### src/rtl/sft_pkg.sv
// Shared definitions for the stream arbiter mux: lock FSM encoding.
package sft_pkg;

    localparam int unsigned ST_W = 2;

    localparam logic [ST_W-1:0] ST_IDLE    = 2'd0;
    localparam logic [ST_W-1:0] ST_BUSY    = 2'd1;
    localparam logic [ST_W-1:0] ST_RELEASE = 2'd2;

    typedef enum logic [ST_W-1:0] {
        StIdle    = ST_IDLE,
        StBusy    = ST_BUSY,
        StRelease = ST_RELEASE
    } state_e;

endpackage

### src/rtl/axi_tmr_simple_voter.sv
// Bitwise 2-of-3 majority voter for triplicated state registers.
module axi_tmr_simple_voter #(
    parameter int unsigned WIDTH = 2
) (
    input  logic [WIDTH-1:0] a_i,
    input  logic [WIDTH-1:0] b_i,
    input  logic [WIDTH-1:0] c_i,
    output logic [WIDTH-1:0] voted_o
);

    // Any single corrupted copy is outvoted by the other two.
    always_comb begin
        voted_o = (a_i & b_i) | (a_i & c_i) | (b_i & c_i);
    end

endmodule

### src/rtl/sft_stream_arb_mux.sv
// Packet-granular stream mux in front of a blocking arbiter. The lock FSM, the selected port and
// the beat counter are triplicated and voted; the output register is a single copy.
module sft_stream_arb_mux
    import sft_pkg::*;
#(
    parameter int unsigned PORTS     = 4,
    parameter int unsigned DATA_W    = 64,
    parameter int unsigned MAX_BEATS = 256
) (
    input  logic                       clk,
    input  logic                       rst_n,
    input  logic [PORTS-1:0]           s_valid,
    output logic [PORTS-1:0]           s_ready,
    input  logic [PORTS*DATA_W-1:0]    s_data,
    input  logic [PORTS-1:0]           s_last,
    output logic [PORTS-1:0]           arb_request,
    output logic [PORTS-1:0]           arb_acknowledge,
    input  logic [PORTS-1:0]           arb_grant,
    input  logic                       arb_grant_valid,
    input  logic [$clog2(PORTS)-1:0]   arb_grant_encoded,
    output logic                       m_valid,
    input  logic                       m_ready,
    output logic [DATA_W-1:0]          m_data,
    output logic                       m_last,
    output logic [$clog2(PORTS)-1:0]   m_src,
    output logic                       err_grant,
    output logic                       err_burst
);

    localparam int unsigned SEL_W = $clog2(PORTS);
    localparam int unsigned CNT_W = $clog2(MAX_BEATS + 1);
    localparam logic [CNT_W-1:0] CNT_LAST = CNT_W'(MAX_BEATS - 1);

    // Triplicated control state and voted views
    logic [ST_W-1:0]  state_a_q, state_b_q, state_c_q, state_v;
    logic [SEL_W-1:0] sel_a_q, sel_b_q, sel_c_q, sel_v;
    logic [CNT_W-1:0] cnt_a_q, cnt_b_q, cnt_c_q, cnt_v;
    state_e           state_q, state_d;
    logic [SEL_W-1:0] sel_d;
    logic [CNT_W-1:0] cnt_d;

    // Single-copy datapath
    logic              m_valid_q, m_last_q, err_grant_q, err_burst_q;
    logic              err_grant_d, err_burst_d;
    logic [DATA_W-1:0] m_data_q;
    logic [SEL_W-1:0]  m_src_q;

    logic              out_accept, in_fire, watchdog, grant_legal, enc_in_range;
    logic [PORTS-1:0]  enc_onehot;

    axi_tmr_simple_voter #(.WIDTH(ST_W)) u_vote_state (
        .a_i     (state_a_q),
        .b_i     (state_b_q),
        .c_i     (state_c_q),
        .voted_o (state_v)
    );

    axi_tmr_simple_voter #(.WIDTH(SEL_W)) u_vote_sel (
        .a_i     (sel_a_q),
        .b_i     (sel_b_q),
        .c_i     (sel_c_q),
        .voted_o (sel_v)
    );

    axi_tmr_simple_voter #(.WIDTH(CNT_W)) u_vote_cnt (
        .a_i     (cnt_a_q),
        .b_i     (cnt_b_q),
        .c_i     (cnt_c_q),
        .voted_o (cnt_v)
    );

    assign state_q     = state_e'(state_v);
    assign arb_request = s_valid;

    // Grant legality, input handshake and watchdog detection
    always_comb begin
        out_accept   = !m_valid_q || m_ready;
        enc_in_range = 32'(arb_grant_encoded) < PORTS;
        enc_onehot   = enc_in_range ? ({{(PORTS-1){1'b0}}, 1'b1} << arb_grant_encoded) : '0;
        grant_legal  = enc_in_range && $onehot(arb_grant) && (arb_grant == enc_onehot) &&
                       |(s_valid & enc_onehot);
        in_fire      = (state_q == StBusy) && s_valid[sel_v] && out_accept;
        watchdog     = (cnt_v == CNT_LAST);
    end

    // Lock FSM next state, per-port ready and arbiter acknowledge
    always_comb begin
        state_d         = state_q;
        sel_d           = sel_v;
        cnt_d           = cnt_v;
        s_ready         = '0;
        arb_acknowledge = '0;
        err_grant_d     = err_grant_q;
        err_burst_d     = err_burst_q;
        case (state_q)
            StIdle: begin
                if (arb_grant_valid) begin
                    if (grant_legal) begin
                        sel_d   = arb_grant_encoded;
                        cnt_d   = '0;
                        state_d = StBusy;
                    end else begin
                        // Acknowledge the bogus grant so the blocking arbiter is not stuck.
                        err_grant_d     = 1'b1;
                        arb_acknowledge = enc_onehot;
                    end
                end
            end
            StBusy: begin
                s_ready[sel_v] = out_accept;
                if (in_fire) begin
                    cnt_d = cnt_v + CNT_W'(1);
                    if (s_last[sel_v] || watchdog) begin
                        state_d = StRelease;
                    end
                    if (watchdog && !s_last[sel_v]) begin
                        err_burst_d = 1'b1;
                    end
                end
            end
            StRelease: begin
                arb_acknowledge[sel_v] = 1'b1;
                state_d                = StIdle;
            end
            default: state_d = StIdle;
        endcase
    end

    // All three copies reload from the voted next state, scrubbing any upset each cycle
    always_ff @(posedge clk or negedge rst_n) begin
        if (!rst_n) begin
            state_a_q <= ST_IDLE;
            state_b_q <= ST_IDLE;
            state_c_q <= ST_IDLE;
            sel_a_q   <= '0;
            sel_b_q   <= '0;
            sel_c_q   <= '0;
            cnt_a_q   <= '0;
            cnt_b_q   <= '0;
            cnt_c_q   <= '0;
        end else begin
            state_a_q <= state_d;
            state_b_q <= state_d;
            state_c_q <= state_d;
            sel_a_q   <= sel_d;
            sel_b_q   <= sel_d;
            sel_c_q   <= sel_d;
            cnt_a_q   <= cnt_d;
            cnt_b_q   <= cnt_d;
            cnt_c_q   <= cnt_d;
        end
    end

    // Output register and sticky error flags
    always_ff @(posedge clk or negedge rst_n) begin
        if (!rst_n) begin
            m_valid_q   <= 1'b0;
            m_data_q    <= '0;
            m_last_q    <= 1'b0;
            m_src_q     <= '0;
            err_grant_q <= 1'b0;
            err_burst_q <= 1'b0;
        end else begin
            err_grant_q <= err_grant_d;
            err_burst_q <= err_burst_d;
            if (in_fire) begin
                m_valid_q <= 1'b1;
                m_data_q  <= s_data[32'(sel_v) * DATA_W +: DATA_W];
                m_last_q  <= s_last[sel_v] | watchdog;
                m_src_q   <= sel_v;
            end else if (m_ready) begin
                m_valid_q <= 1'b0;
            end
        end
    end

    assign m_valid   = m_valid_q;
    assign m_data    = m_data_q;
    assign m_last    = m_last_q;
    assign m_src     = m_src_q;
    assign err_grant = err_grant_q;
    assign err_burst = err_burst_q;

endmodule

### config.mk
export PLATFORM = sky130hd
export DESIGN_NAME = sft_stream_arb_mux
export DESIGN_NICKNAME = d
export VERILOG_FILES = /design/src/rtl/sft_pkg.sv /design/src/rtl/axi_tmr_simple_voter.sv /design/src/rtl/sft_stream_arb_mux.sv
export SDC_FILE = /design/constraint.sdc
export NUM_CORES = 1
export LEC_CHECK = 0
export ABC_AREA = 1
export CORE_AREA = 3 3 135 137
export CTS_BUF_LIST = sky130_fd_sc_hd__clkbuf_4
export DETAILED_ROUTE_END_ITERATION = 16
export DIE_AREA = 0 0 138 140
export PLACE_DENSITY_LB_ADDON = 0.12
export SLEW_MARGIN = 40
export SYNTH_ARGS = -nofsm -noshare
export SYNTH_HDL_FRONTEND = slang
export SYNTH_HIERARCHICAL = 1
export SYNTH_SLANG_ARGS = --single-unit
### constraint.sdc
create_clock -name clk -period 2.8 [get_ports clk]
set_clock_uncertainty 0.05 [all_clocks]
set_input_delay 0.56 -clock clk [delete_from_list [all_inputs] [get_ports clk]]
set_output_delay 0.56 -clock clk [all_outputs]
set_load 0.01 [all_outputs]
# Yosys cells after proc, flatten, opt, wreduce, memory -nomap -nowiden
# Cells that the tools add are included.
# Widths: inputs -> output; s select.
dict set report totals {
  latchBits 0
  inputBits 274
  reg_bits 83
  out_inout_bits 82
  romBits 0
  elab_cells 74
  n_memories 0
  ramBits 0
}
dict set report op_classes {
  mux 24
  bitwise_logic 13
  n_eq_ne 5
  mul 0
  n_lt_le_gt_ge 2
  n_div 0
  n_shift 2
  n_reduce_logical 15
  n_addsub 4
}
# operator count
set ops {}
lappend ops {{$shiftx 256x9->64} 1}
lappend ops {{$mux 9} 3}
lappend ops {{$or 9x9->9} 2}
lappend ops {{$pmux 9 s2} 1}
lappend ops {{$mux 2} 7}
lappend ops {{$mux 4} 3}
lappend ops {{$add 9x1->9 const B} 1}
lappend ops {{$and 9x9->9} 1}
lappend ops {{$eq 9x8->1 const B} 1}
lappend ops {{$and 4x4->4} 2}
lappend ops {{$or 2x2->2} 4}
lappend ops {{$pmux 4 s2} 1}
lappend ops {{$logic_and 1x1->1} 6}
lappend ops {{$reduce_and 3->1} 2}
lappend ops {{$mux 1} 5}
lappend ops {{$add 1x1->2} 2}
lappend ops {{$and 2x2->2} 2}
lappend ops {{$bmux 1 s2} 2}
lappend ops {{$eq 4x4->1} 1}
lappend ops {{$pmux 2 s2} 1}
lappend ops {{$reduce_or 4->1} 1}
lappend ops {{$shl 1x2->4 const A} 1}
lappend ops {{$add 2x2->3} 1}
lappend ops {{$eq 3x1->1 const B} 1}
lappend ops {{other kinds (11)} 13}

# Longest topological paths before layout
# Gate-level depths: netlist (run 1).
dict set report logic_depth {
  word_depth 9
  mapped_depth 14
  depth_no_buf 13
}

# Hierarchy
# The synthesis (run 1) kept the hierarchy.
# module seq_area_each_um2 area_each_um2 cells_per_inst n_inst
set by_module_without_submodules {}
lappend by_module_without_submodules {sft_stream_arb_mux 2077.0 5220.0 773 1}
lappend by_module_without_submodules {{axi_tmr_simple_voter (u_vote_cnt)} 0.0 191.4 36 1}
lappend by_module_without_submodules {{axi_tmr_simple_voter (u_vote_sel ...)} 0.0 42.5 8 2}

# Least setup slack after synthesis (run 1)
# OpenSTA, ideal clock, no wires.
dict set report synth_timing {
  path_kind {input port to output port}
  startpoint {input port arb_grant[0]}
  endpoint {output port arb_acknowledge[0]}
  path_stages 13
  t_required_ps 2190
  n_path_buf 0
  arrival_ps 2323
  setup_slack_ps -133
  cell_sequence {inv_1 -> fa_1 -> inv_1 -> ha_1 -> ha_1 -> nor2_1 -> nand2_1 -> nor2_1 -> nand2_1 -> nor2_1 -> nand2_1 -> nand3_1 -> o21ai_0}
}
dict set report synth_via {
  elab_chain_cells 8
  elab_cells_between_ends 9
  cone_classes {2 x add/sub; 2 x eq/ne; 3 x mux; 2 x reduce/logical}
}
# item line
set synth_lines {}
lappend synth_lines {{start, declared} sft_stream_arb_mux.sv:18} ;# input logic [PORTS-1:0] arb_grant,
lappend synth_lines {{$add 1x1->2 (not written as such)} sft_stream_arb_mux.sv:80} ;# grant_legal = enc_in_range && $onehot(arb_grant) && (arb_grant == enc_onehot) &&
lappend synth_lines {{$add 2x2->3 (not written as such)} sft_stream_arb_mux.sv:80}
lappend synth_lines {{$eq 3x1->1} sft_stream_arb_mux.sv:80}
lappend synth_lines {{$logic_and 1x1->1 (*) (2 in a row)} sft_stream_arb_mux.sv:80}
lappend synth_lines {{$mux 4 (*)} sft_stream_arb_mux.sv:98} ;# if (grant_legal) begin
lappend synth_lines {{$mux 4 (*)} sft_stream_arb_mux.sv:97} ;# if (arb_grant_valid) begin
lappend synth_lines {{$pmux 4 s2 (*)} sft_stream_arb_mux.sv:95} ;# case (state_q)
lappend synth_lines {{end, declared} sft_stream_arb_mux.sv:17} ;# output logic [PORTS-1:0] arb_acknowledge,
# Every way passes the cells marked *; elsewhere a longest branch is shown, timed or not.

# Final worst setup path (run 1)
dict set report layout_timing {
  startpoint {input port arb_grant[0]}
  endpoint {output port arb_acknowledge[1]}
}
# The elaborated chain is that of the path after synthesis.

==> impl_results.md, run 1 <==
* Sequential cell area at 0.00208 mm²
* Synth unique cells at 29
* Post-DRT Antenna Nets at 0
* Hold-fix buffers at CTS at 0
* Leakage at 4.34 nW
* Crit path capture type: primary output
* Number of vias per cell at 4.74
* Status: complete, but fails checks
* Crit Path Max Fanout at 5
* Clock share of power at 11.5%
* Largest net degree at the start of global routing at 77
* First-pass GRT wire length at 36400 µm
* Area occupied by multi-input gates at 0.00312 mm²
* Reg power frac at 32.2%
* Seq/Total Area, Yosys at 37.8%
* # setup viols final at 4
* Async SR Flop Fraction at 100%
* Top FF cell, synth: dfrtp_1
* Post-synth top area share at 37.8%
* Failing checks: setup timing
* Yosys top cell by area: dfrtp_1
* Clock root cell: clkbuf_4
* Max-Cap Viols at 0
* Ports at 356
* Peak VDD IR at 0.000387 V
* Initial Utilization at 32.0%
* Die Y at 140 µm
* R2R depth at 13
* RSZ-0062 raised after global routing: yes
* Total number of vias at 6655
* Fillers at 1696
* Area after DPL at 0.00941 mm²
* Worst Path Required at 2.19 ns
* Post-synthesis average cell area at 6.66 µm²
* Inst Count DP at 1380
* Final setup TNS at -0.915 ns
* All-layer global routing usage at 23.6%
* Worst-path clk slew at 0.13 ns
* #FFs+latches synth at 83
* Final hold viol count at 0
* Latest clock arrival within the worst-skew pair at 0.45 ns
* Clock sinks at 83
* Core area at 0.0172 mm²
* Sw power at 2.55 mW
* Final instance area at 0.00961 mm²
* Arrival @ worst endpoint at 2.43 ns
* Clock Path Buffers at 2
* YS warnings at 6
* Remaining Overflow, GRT at 0
* CTS tree: yes
* Initial DRC Count at 353
* Final core occ at 55.9%
* Synth area leaders: dfrtp_1, nand2_1, nand3_1
* Initial antenna violation count at 3
* CTS Buf Count at 9
* PwrDens at 667 mW/mm²
* Number of synthesized flops with an enable pin at 0
* PortBufs at 355
* Fin. max-slew vios at 0
* Layout cells sized above 1 at 8.58%
* Internal power at 3.86 mW
* Post-Synthesis Cells at 825
* Final nets at 1451
* Combinational power share at 56.3%
* Die footprint at 0.0193 mm²
* CTS H-tree lvls at 3
* Number of global-route vias before repair at 6457
* Least-Margin Pin Slew at 0.820 ns
* CP Launch Type: primary input
* Layout area overhead at 74.8%
* Critical path class: primary input to primary output
* Reg2Reg Setup Slack at 0.41 ns
* Routed WL at 23400 µm
* Die X at 138 µm
* Ratio of final minimum period to clock period at 108%
* Post-route insts no fill at 1404
* Post-Syn Area at 0.00550 mm²
* DR WL/cell at 16.6 µm
* Post-route minimum period at 3.04 ns
* Fmax at 329 MHz
* DRT Pass-1 Iters at 4
* Switching share of power at 39.8%
* Post-DP HPWL at 17900 µm
* Routability congestion estimate at 0.854
* Hold WC Path Type: primary input to asynchronous set/reset pin
* Tightest slew margin relative to the limit at 45.3%
* Synth Net Count at 1104
* Final setup margin at -0.236 ns
* Row count at 48
* DRC at 0
-- registers in the layout (all words and copies together) (netlist names) --
name,flops
m_valid,1
cnt_c_q,9
sel_c_q,2
state_c_q,2
m_src,2
err_grant,1
m_data,64
err_burst,1
m_last,1
-- path summary, 6_finish.rpt --
path / startpoint / to
max in group asynchronous: rst_n / m_data[22]$_DFFE_PN0P_
max reg2reg: sel_c_q[0]$_DFF_PN0_ / cnt_c_q[7]$_DFF_PN0_
min: rst_n / m_data[56]$_DFFE_PN0P_
max: arb_grant[0] / arb_acknowledge[1]
min reg2reg: err_grant$_DFFE_PN0P_ / err_grant$_DFFE_PN0P_
min in group clk: err_grant$_DFFE_PN0P_ / err_grant$_DFFE_PN0P_
-- logic make-up (layout without fill, tap and decap cells) --
family / after synthesis / in the layout / synth area share, %
AO/OA/AOI/OAI: 146 / 146 / 13.4
XOR/XNOR: 3 / 3 / 0.478
adder cells (fa/ha/maj): 5 / 5 / 1.27
buffers and inverters: 89 / 441 / 7.44
flip-flops: 83 / 83 / 37.8
other: 0 / 2 / 0
AND/OR/NAND/NOR: 499 / 499 / 39.6
-- timing repair --
| action | CTS | global route |
|---|---|---|
| buffers inserted | 8 | 0 |
| resized for setup | 43 | 4 |
| pin swaps | 8 | 1 |
| cloned | 0 | 0 |
| endpoints found under the setup margin | 8 | 16 |
| endpoints found under the hold margin | 0 | 0 |
-- cells in the final DEF, fill, tap and decap left out, types with 2 or more instances in the layout --
cell and instances:
a21oi_1 67, buf_12 4, buf_2 5, buf_4 34, clkbuf_4 10, clkdlybuf4s50_1 343
clkinvlp_4 3, dfrtp_1 83, diode_2 2, dlygate4sd2_1 4, ha_1 2, inv_1 27
inv_2 5, nand2_1 292, nand2_2 3, nand3_1 152, nand3_2 16, nand3_4 3
nand4_1 3, nor2_1 20, nor2_2 3, nor2_4 2, o21ai_0 47, o21ai_1 26
o21ai_2 4, xor2_1 2
-- power by group through the flow --
stage	logic [mW]	registers, mW	clock network, mW
2_1_floorplan	1.57	2.29	0
3_3_place_gp	3.61	2.07	0
3_5_place_dp	3.64	2.08	0
4_1_cts	3.66	2.07	0.762
5_1_grt	4.03	2.15	0.820
6_report	3.61	2.07	0.735
-- layer usage --
metal / GRT usage, % / wire length, µm / up-vias / part of all wire [%]
li1: - / - / 3428 / -
met1: 28.0 / 9320 / 3019 / 40
met2: 42.6 / 12100 / 191 / 52
met3: 7.31 / 1660 / 15 / 7.1
met4: 4.37 / 239 / 2 / 1.0
met5: 0 / 13 / - / 0.056
-- worst max-delay path: stages --
cell	delay, ns
buf_8	0.08
inv_4	0.03
fa_1	0.53
inv_1	0.04
ha_2	0.17
ha_4	0.20
nor2_1	0.10
nand2_1	0.06
nor2_1	0.08
nand2_1	0.06
nor2_2	0.12
nand2_2	0.12
nand3_2	0.10
o21ai_2	0.05
buf_2	0.13
-- synthesized netlist by cell type, types with 2 or more instances --
| master | number |
|---|---|
| nand2_1 | 294 |
| nand3_1 | 158 |
| dfrtp_1 | 83 |
| a21oi_1 | 67 |
| o21ai_0 | 52 |
| inv_1 | 30 |
| o21ai_1 | 25 |
| nor2_1 | 23 |
| clkbuf_1 | 21 |
| buf_2 | 19 |
| nand3_2 | 13 |
| buf_1 | 5 |
| buf_4 | 5 |
| buf_6 | 4 |
| ha_1 | 4 |
| inv_2 | 3 |
| nand4_1 | 3 |
| clkbuf_2 | 2 |
| nand2_2 | 2 |
| nor2_2 | 2 |
| xor2_1 | 2 |
-- layout make-up --
| cell class | count | area share [%] |
|---|---|---|
| Sequential cell | 83 | 21.6 |
| Clock buffer | 10 | 0.782 |
| Inverter | 33 | 1.32 |
| Multi-Input combinational cell | 653 | 32.5 |
| Timing Repair Buffer | 392 | 40.1 |
| Antenna cell | 2 | 0.0521 |
| Clock inverter | 6 | 0.677 |
| Tap cell | 225 | 2.93 |
-- per-stage QoR --
| stage | setup WS (ns) | hold slack, ns | total power [mW] |
|---|---|---|---|
| floorplan | 0.000407 | 0.214 | 3.85 |
| global placement | -1.02 | 0.404 | 5.68 |
| detailed placement | -1.03 | 0.408 | 5.72 |
| CTS | -0.231 | 0.00198 | 6.49 |
| global route | -0.360 | 0.00181 | 7.00 |
| finish | -0.236 | 0.0115 | 6.41 |
Note: power is estimated with default switching activity, not from simulation.
==> run 2, diff against run 1 <==
--- a/config.mk
+++ b/config.mk
@@ -10,6 +10,7 @@
 export CTS_BUF_LIST = sky130_fd_sc_hd__clkbuf_4
 export DETAILED_ROUTE_END_ITERATION = 16
 export DIE_AREA = 0 0 138 140
+export GPL_TIMING_DRIVEN = 0
 export PLACE_DENSITY_LB_ADDON = 0.12
 export SLEW_MARGIN = 40
 export SYNTH_ARGS = -nofsm -noshare
==> run 2 against run 1 <==
Largest power group unchanged. First-iteration DRC count up 11%. The run still ends with setup timing left. Sequential power about the same. Combinational power up 2%.
==> impl_results.md, run 2 (synthesis results as in run 1) <==
* Status: complete, but fails checks
* Failing checks: setup timing
* PortBufs at 354
* Post-DP HPWL at 20900 µm
* Inst Count DP at 1405
* Final setup margin at -0.298 ns
* # setup viols final at 4
* Final hold viol count at 0
* Row count at 48
* Worst Path Required at 2.19 ns
* Tightest slew margin relative to the limit at 53.4%
* Die X at 138 µm
* Met2 WL at 13100 µm
* CTS H-tree lvls at 3
* Fin. max-slew vios at 0
* Largest register FFs at 64
* Total number of vias at 6935
* CTS tree: yes
* Top Layer Used: met5
* Layout cells sized above 1 at 9.05%
* Ratio of final minimum period to clock period at 111%
* Area after DPL at 0.00941 mm²
* Crit path capture type: primary output
* Fmax at 323 MHz
* Area occupied by multi-input gates at 0.00311 mm²
* Peak VDD IR at 0.000336 V
* Routability congestion estimate at 0.915
* Initial Utilization at 32.0%
* Die Y at 140 µm
* Met1 WL at 10300 µm
* Place WS at -1.10 ns
* CTS Buf Count at 9
* Post-route minimum period at 3.10 ns
* Routed WL at 26200 µm
* Fillers at 1698
* Remaining Overflow, GRT at 0
* Critical path class: primary input to primary output
* Post-DRT Antenna Nets at 0
* Final instance area at 0.00972 mm²
* PwrDens at 669 mW/mm²
* Initial antenna violation count at 5
* Crit Path Max Fanout at 4
* Clock root cell: clkbuf_4
* First-pass GRT wire length at 39500 µm
* Max-Cap Viols at 0
* Most common cell after layout, fill and taps aside: clkdlybuf4s50_1
* Number of global-route vias before repair at 6842
* Commonest non-fill, non-tap cells in the layout: clkdlybuf4s50_1, nand2_1, nand3_1, dfrtp_1, a21oi_1
* CP Launch Type: primary input
* Layout area overhead at 76.8%
* All-layer global routing usage at 26.2%
* Initial DRC Count at 391
* Sequential cell area at 0.00208 mm²
* Arrival @ worst endpoint at 2.49 ns
* Ports at 356
* Number of vias per cell at 4.84
* Post-route insts no fill at 1432
* DRC at 0
* RSZ-0062 raised after global routing: yes
* Leakage at 4.38 nW
* DRT Pass-1 Iters at 5
* DR WL/cell at 18.3 µm
* Core area at 0.0172 mm²
* Min Hold Slack at 0.434 ns
* Pwr Total at 6.50 mW
* Met3 wire length at 2240 µm
* Least-Margin Pin Slew at 0.698 ns
* Die footprint at 0.0193 mm²
* Final nets at 1478
* Hold WC Path Type: primary input to flip-flop
* Largest net degree at the start of global routing at 57
* Latest clock arrival within the worst-skew pair at 0.46 ns
* Clock sinks at 83
* Worst-path clk slew at 0.13 ns
* Clock Path Buffers at 2
run 2: cell count changes in the layout (fill, tap and decap cells not counted), sizes merged, moves of 2 or more:
cell and delta:
buf +6, clkinv +2, dlygate4sd2 -3, clkbuf +21, dlymetal6s2s +2
run 2: cell type report:
cell class	count	area share (%)
Sequential cell	83	21.4
Buffer	52	3.26
Antenna cell	3	0.0772
Timing Repair Buffer	367	37.7
Tap cell	225	2.90
Inverter	33	1.33
Multi-Input combinational cell	653	31.9
Clock inverter	6	0.682
Clock buffer	10	0.772
run 2: timing repair:
item                                   in CTS  in global routing
pin swaps                                   6                  2
buffers inserted                            5                  6
gates resized for setup                    63                 12
endpoints found under the hold margin      27                  0
setup endpoints to repair                   8                  8
hold buffers                                1                  0
run 2: path summary, 6_finish.rpt:
| check | startpoint | end | slack [ns] | depth (start not counted) |
|---|---|---|---|---|
| setup / recovery | arb_grant[0] | arb_acknowledge[3] | -0.30 | 16 |
| hold / removal | arb_grant_encoded[1] | sel_c_q[1]$_DFF_PN0_ | 0.43 | 3 |
| setup reg to reg | sel_c_q[0]$_DFF_PN0_ | m_data[46]$_DFFE_PN0P_ | 0.52 | 10 |
| hold reg to reg | err_burst$_DFFE_PN0P_ | err_burst$_DFFE_PN0P_ | 0.44 | 1 |
| max in group asynchronous | rst_n | m_data[9]$_DFFE_PN0P_ | 1.64 | 3 |
| min in group asynchronous | rst_n | m_data[59]$_DFFE_PN0P_ | 0.47 | 2 |
run 2: where the power goes:
group	total, mW	leakage [nW]	internal, mW	switching [mW]
clock network	0.735	0.0703	0.282	0.453
registers	2.07	1.02	1.74	0.336
logic	3.69	3.30	1.86	1.83
total	6.50	4.38	3.88	2.62
run 2: layer usage:
metal | vias up | track usage [%]
li1 | 3498 | -
met1 | 3154 | 30.4
met2 | 243 | 45.8
met3 | 36 | 9.94
met4 | 4 | 6.50
met5 | - | 0
run 2: metrics by stage:
step                      util, %  TNS (ns)
after floorplan                 -         0
after global placement       54.6   -184.82
after global routing         56.6     -1.31
after detailed placement     54.8    -10.14
final                        56.6     -1.06
after CTS                    56.2     -1.55
run 2: worst max-delay path: stages:
cell,delay [ns]
buf_8,0.08
inv_4,0.03
fa_1,0.52
inv_1,0.04
ha_2,0.17
ha_4,0.20
nor2_1,0.10
nand2_1,0.06
nor2_1,0.09
nand2_1,0.07
nor2_2,0.11
nand2_2,0.08
buf_6,0.14
nand3_2,0.05
o21ai_2,0.05
buf_2,0.14
